**src/rtl/nibble_adder_pkg.sv**
```systemverilog
`default_nettype none
// ============================================================================
// Module      : nibble_adder_pkg
// Description : Shared definitions for the nibble-serial adder: nibble width,
//               controller state encoding and a nibble-count helper.
// Revision    : 1.0 - initial release
// ============================================================================
package nibble_adder_pkg;

  // Width of one carry-look-ahead stage; every operand is processed in
  // slices of this many bits.
  localparam int NIBBLE_W = 4;

  // Controller states, explicitly encoded so the register width is fixed.
  localparam logic [1:0] C_ST_IDLE = 2'd0;
  localparam logic [1:0] C_ST_RUN  = 2'd1;
  localparam logic [1:0] C_ST_DONE = 2'd2;

  typedef enum logic [1:0] {
    IDLE = C_ST_IDLE,
    RUN  = C_ST_RUN,
    DONE = C_ST_DONE
  } state_e;

  // Number of nibble slices in an operand of the given width.
  function automatic int num_nibbles(input int width);
    return width / NIBBLE_W;
  endfunction

endpackage : nibble_adder_pkg
`default_nettype wire

```
**src/rtl/carry_look_ahead_adder.sv**
```systemverilog
`default_nettype none
// ============================================================================
// Module      : carry_look_ahead_adder
// Description : 4-bit carry-look-ahead adder stage. All internal carries and
//               the carry-out are formed directly from generate/propagate
//               terms, so there is no ripple path through the stage.
// Revision    : 1.0 - initial release
// ============================================================================
module carry_look_ahead_adder
  import nibble_adder_pkg::*;
(
  input  logic [NIBBLE_W-1:0] i_a,
  input  logic [NIBBLE_W-1:0] i_b,
  input  logic                i_cin,
  output logic [NIBBLE_W-1:0] o_sum,
  output logic                o_cout
);

  logic [NIBBLE_W-1:0] w_g;   // bit generate
  logic [NIBBLE_W-1:0] w_p;   // bit propagate
  logic [NIBBLE_W-1:0] w_c;   // carry into each bit position

  assign w_g = i_a & i_b;
  assign w_p = i_a ^ i_b;

  // Look-ahead carry equations, fully expanded per bit position.
  assign w_c[0] = i_cin;
  assign w_c[1] = w_g[0]
                | (w_p[0] & i_cin);
  assign w_c[2] = w_g[1]
                | (w_p[1] & w_g[0])
                | (w_p[1] & w_p[0] & i_cin);
  assign w_c[3] = w_g[2]
                | (w_p[2] & w_g[1])
                | (w_p[2] & w_p[1] & w_g[0])
                | (w_p[2] & w_p[1] & w_p[0] & i_cin);
  assign o_cout = w_g[3]
                | (w_p[3] & w_g[2])
                | (w_p[3] & w_p[2] & w_g[1])
                | (w_p[3] & w_p[2] & w_p[1] & w_g[0])
                | (w_p[3] & w_p[2] & w_p[1] & w_p[0] & i_cin);

  // Each sum bit is its propagate term XOR the carry into that position.
  for (genvar gi = 0; gi < NIBBLE_W; gi++) begin : g_sum
    assign o_sum[gi] = w_p[gi] ^ w_c[gi];
  end

endmodule : carry_look_ahead_adder
`default_nettype wire

```
**src/rtl/nibble_serial_adder.sv**
```systemverilog
`default_nettype none
// ============================================================================
// Module      : nibble_serial_adder
// Description : Serial adder/subtractor. An accepted operand pair is summed
//               one nibble per clock through a single shared 4-bit
//               carry-look-ahead stage; the result, carry-out and signed
//               overflow are then held until the downstream takes them.
//               WIDTH must be a multiple of 4 between 8 and 64.
// Revision    : 1.0 - initial release
// ============================================================================
module nibble_serial_adder
  import nibble_adder_pkg::*;
#(
  parameter int WIDTH = 16
) (
  input  logic             clk,
  input  logic             rst_n,
  input  logic             in_valid,
  output logic             in_ready,
  input  logic [WIDTH-1:0] a,
  input  logic [WIDTH-1:0] b,
  input  logic             cin,
  input  logic             sub,
  output logic             out_valid,
  input  logic             out_ready,
  output logic [WIDTH-1:0] sum,
  output logic             cout,
  output logic             ovf,
  output logic             busy
);

  localparam int N  = num_nibbles(WIDTH);
  localparam int KW = (N > 1) ? $clog2(N) : 1;
  localparam logic [KW-1:0] C_K_LAST = KW'(N - 1);

  state_e              r_state;
  logic [WIDTH-1:0]    r_a_sh;      // operand A, shifted down one nibble per RUN cycle
  logic [WIDTH-1:0]    r_b_sh;      // effective operand B, shifted likewise
  logic                r_a_msb;     // sign of A, kept for the overflow flag
  logic                r_b_msb;     // sign of effective B, kept for the overflow flag
  logic                r_carry;     // carry between nibble slices
  logic [KW-1:0]       r_k;         // index of the nibble being processed

  logic                w_accept;
  logic                w_deliver;
  logic                w_run;
  logic                w_last;
  logic [WIDTH-1:0]    w_b_eff;
  logic                w_c0;
  logic [NIBBLE_W-1:0] w_nib_sum;
  logic                w_nib_cout;

  // Subtraction is A + ~B + 1, so only the operand and initial carry differ.
  assign w_b_eff   = sub ? ~b : b;
  assign w_c0      = sub ? 1'b1 : cin;

  // in_ready is gated by rst_n so that nothing is offered while held in reset.
  assign in_ready  = rst_n && (r_state == IDLE);
  assign out_valid = (r_state == DONE);
  assign busy      = (r_state != IDLE);

  assign w_accept  = in_valid && in_ready;
  assign w_deliver = out_valid && out_ready;
  assign w_run     = (r_state == RUN);
  assign w_last    = w_run && (r_k == C_K_LAST);

  // The low nibble of each shift register is always the slice for index k.
  carry_look_ahead_adder u_cla (
    .i_a    (r_a_sh[NIBBLE_W-1:0]),
    .i_b    (r_b_sh[NIBBLE_W-1:0]),
    .i_cin  (r_carry),
    .o_sum  (w_nib_sum),
    .o_cout (w_nib_cout)
  );

  // Controller: IDLE -> RUN on acceptance, RUN -> DONE after the last nibble,
  // DONE -> IDLE once the result has been taken.
  always_ff @(posedge clk or negedge rst_n) begin
    if (!rst_n) begin
      r_state <= IDLE;
    end else begin
      case (r_state)
        IDLE:    if (w_accept)  r_state <= RUN;
        RUN:     if (w_last)    r_state <= DONE;
        DONE:    if (w_deliver) r_state <= IDLE;
        default:                r_state <= IDLE;
      endcase
    end
  end

  // Operand capture on acceptance, then one nibble shift and carry update per RUN cycle.
  always_ff @(posedge clk or negedge rst_n) begin
    if (!rst_n) begin
      r_a_sh  <= '0;
      r_b_sh  <= '0;
      r_a_msb <= 1'b0;
      r_b_msb <= 1'b0;
      r_carry <= 1'b0;
      r_k     <= '0;
    end else if (w_accept) begin
      r_a_sh  <= a;
      r_b_sh  <= w_b_eff;
      r_a_msb <= a[WIDTH-1];
      r_b_msb <= w_b_eff[WIDTH-1];
      r_carry <= w_c0;
      r_k     <= '0;
    end else if (w_run) begin
      r_a_sh  <= {{NIBBLE_W{1'b0}}, r_a_sh[WIDTH-1:NIBBLE_W]};
      r_b_sh  <= {{NIBBLE_W{1'b0}}, r_b_sh[WIDTH-1:NIBBLE_W]};
      r_carry <= w_nib_cout;
      r_k     <= r_k + 1'b1;
    end
  end

  // Result slices are written in place; the flags are taken from the final slice.
  always_ff @(posedge clk or negedge rst_n) begin
    if (!rst_n) begin
      sum  <= '0;
      cout <= 1'b0;
      ovf  <= 1'b0;
    end else if (w_run) begin
      sum[{r_k, 2'b00} +: NIBBLE_W] <= w_nib_sum;
      if (w_last) begin
        cout <= w_nib_cout;
        ovf  <= (r_a_msb == r_b_msb) && (w_nib_sum[NIBBLE_W-1] != r_a_msb);
      end
    end
  end

endmodule : nibble_serial_adder
`default_nettype wire

```
**config.mk**
```make
export PLATFORM = sky130hd
export DESIGN_NAME = nibble_serial_adder
export DESIGN_NICKNAME = d
export VERILOG_FILES = /design/src/rtl/nibble_adder_pkg.sv /design/src/rtl/carry_look_ahead_adder.sv /design/src/rtl/nibble_serial_adder.sv
export SDC_FILE = /design/constraint.sdc
export NUM_CORES = 1
export LEC_CHECK = 0
export ABC_AREA = 1
export BUFFER_PORTS_ARGS = -buffer_cell sky130_fd_sc_hd__buf_2
export CAP_MARGIN = 25
export CORE_MARGIN = 5
export CORE_UTILIZATION = 55
export DETAILED_ROUTE_END_ITERATION = 7
export PLACE_DENSITY = 0.9
export SLEW_MARGIN = 25
export SYNTH_ARGS = -nofsm -noshare
export SYNTH_HDL_FRONTEND = slang
export SYNTH_SLANG_ARGS = --single-unit
```
**constraint.sdc**
```tcl
create_clock -name clk -period 2.23 [get_ports clk]
set_input_delay 0.223 -clock clk [delete_from_list [all_inputs] [get_ports clk]]
set_output_delay 0.223 -clock clk [all_outputs]
set_load 0.1 [all_outputs]
```
==> metrics <==
outcome completed; Syn. warnings 0; Clock transition at path regs about 70 ps; drc violations 0; Die ar. 6802 sq um; Starting Density a little under three fifths; Post-synth top flop dfrtp_1; worst reg2reg setup slack 310 ps; Wirelength per Cell ~13 um; antenna violations before repair 0; total CTS buffers 9; FP Rows 26; nets@finish about 440; CTS resizes 0; vias per std cell 5.223; post-CTS setup buffers 0; hold-fix buffers at CTS 0; CTS Root Buffer Type clkbuf_8; Die X 82.48 um; port buffer count between 50 and 60; Fin. Hold Viols 0; largest net degree at the start of global routing 58; fin crit share a little under nine tenths; global-route wire length before repair 10580 um; RSZ-0062 raised after global routing no; clock sink count 57; grt ovf 0; Hold/Removal Path Class in -> async; final non-filler cell total approximately 470; CP Capture Type flip-flop; Final setup viols 0; sequential cell area fraction in the yosys report ~49%; worst skew pair latency 340 ps; asr flop ratio synth 100.0%; Critical Setup Path Class reg -> reg; Placed Cells around 450; number of diodes 0; final wirelength 6183 um; Req. time, crit path ~2500 ps; synthesized area per cell 8.676 sq um; area of the multi-input gates roughly 1200 sq um; Filler cells roughly 410; Post-synth EDFFs 0; share of cells above drive strength 1 approximately a fifth; Layout Skew about 12 ps; Seq. cell area between 1000 and 1500 sq um; R2R depth 6; GRT Overall Usage about a fifth; DR vias roughly 2400; Clock Tree Buf Depth 2; Die Y 82.48 um; Cells after Synth 333; antenna viol nets, final 0; Iter 0 DRT Violations between 100 and 150; Final Wtd Congestion 0.8397; CP Max Fanout 13; Core Region between 5000 and 6000 sq um; critical path arrival about 2200 ps; crit start category flip-flop; max-cap violations 0; io pins 59; Yosys cell types 32; vias in the first global route about 2400; H-tree depth 3; Synth Cell Area about 2900 sq um; Slew Limit Fails 0; DPL Wire Length 4277 um; Tmin final between 1500 and 2000 ps; max_slew headroom 53.10%; Worst Tran Pin Value about 700 ps; Area Growth Syn to Fin 18.45%; fmax 521.8 MHz; Pre-antenna DRT Iters 4; Final TNS setup 0 ps; Synth Register Bits 57; Syn Nets around 380; CTS tree yes
[cells in the final DEF, fill, tap and decap left out, drive strengths merged, types with 3 or more instances in the layout]
master / count
xnor2: 3
dfrtp: 57
o21ai: 49
nand3: 15
o211ai: 10
inv: 44
buf: 61
nand2: 87
o31ai: 5
nor2: 14
clkbuf: 12
ha: 11
xor2: 13
[state kept, by name, summed over array words and instances (netlist names)]
register,flops
cout,1
ovf,1
r_a_msb,1
r_a_sh,16
r_b_msb,1
r_b_sh,16
r_carry,1
r_k,2
r_state,2
sum,16
[synthesized netlist by cell type (all sizes together) (3+ instances only)]
master   n  area share [%]
o21ai   49             8.5
inv     44             5.8
o31ai    5             1.3
nor2    14             2.2
o211ai  10             2.6
dfrtp   57              49
nand2   87              12
xor2    13             3.9
clkbuf   5            0.69
xnor2    3            0.91
ha      11             4.8
buf      8             2.0
nand3   15             2.6
[final timing paths]
path,from,end
worst max-delay path,r_k[0],sum[4]
worst min-delay path,rst_n,r_a_sh[10]
worst max register to register,r_k[0],sum[4]
worst min register to register,sum[6],sum[6]
max in group asynchronous,rst_n,r_b_sh[12]
min in group clk,out_ready,r_state[1]
[critical path, stage by stage (launching register included)]
cell and delay [ps]:
dfrtp_1 570, inv_1 170, ha_1 420, inv_1 80, nor3_1 320, inv_1 90
o21ai_0 170
[metal layers]
metal | wire [um] | GRT usage (%) | part of all wire (%) | vias to the layer above
met5 | 0 | 0 | 0 | -
met4 | 147 | 10.63 | 2.4 | 0
met3 | 379 | 4.881 | 6.1 | 14
met2 | 2986 | 33.01 | 48 | 84
met1 | 2670 | 26.59 | 43 | 1137
li1 | - | - | - | 1199
[kinds of logic after synthesis]
| logic type | synth area share, % |
|---|---|
| AND/OR/NAND/NOR | 17.54 |
| AO/OA/AOI/OAI | 14.29 |
| buffers and inverters | 8.488 |
| flip-flops | 49.37 |
| XOR/XNOR | 4.851 |
| adder cells (fa/ha/maj) | 5.457 |
[per-stage QoR]
stage	hold slack, ps	util, %	cell area, sq um	setup WS (ps)
floorplan	-72.59	-	2889	183.7
global placement	418.5	63.18	3227	468.3
detailed placement	417.2	63.18	3227	391.3
CTS	48.70	67.00	3422	323.0
global route	81.24	67.00	3422	173.2
finish	36.47	67.00	3422	313.7
[area by class of cell]
cell class	count	area share (%)
Sequential cell	57	41.68
Multi-Input combinational cell	219	35.58
Timing Repair Buffer	61	9.580
Inverter	44	4.899
Clock buffer	12	4.534
Tap cell	70	2.559
Clock inverter	3	1.170
Power is not shown: default switching activity piles up to over one toggle a cycle in this logic, so the estimate is an artifact.
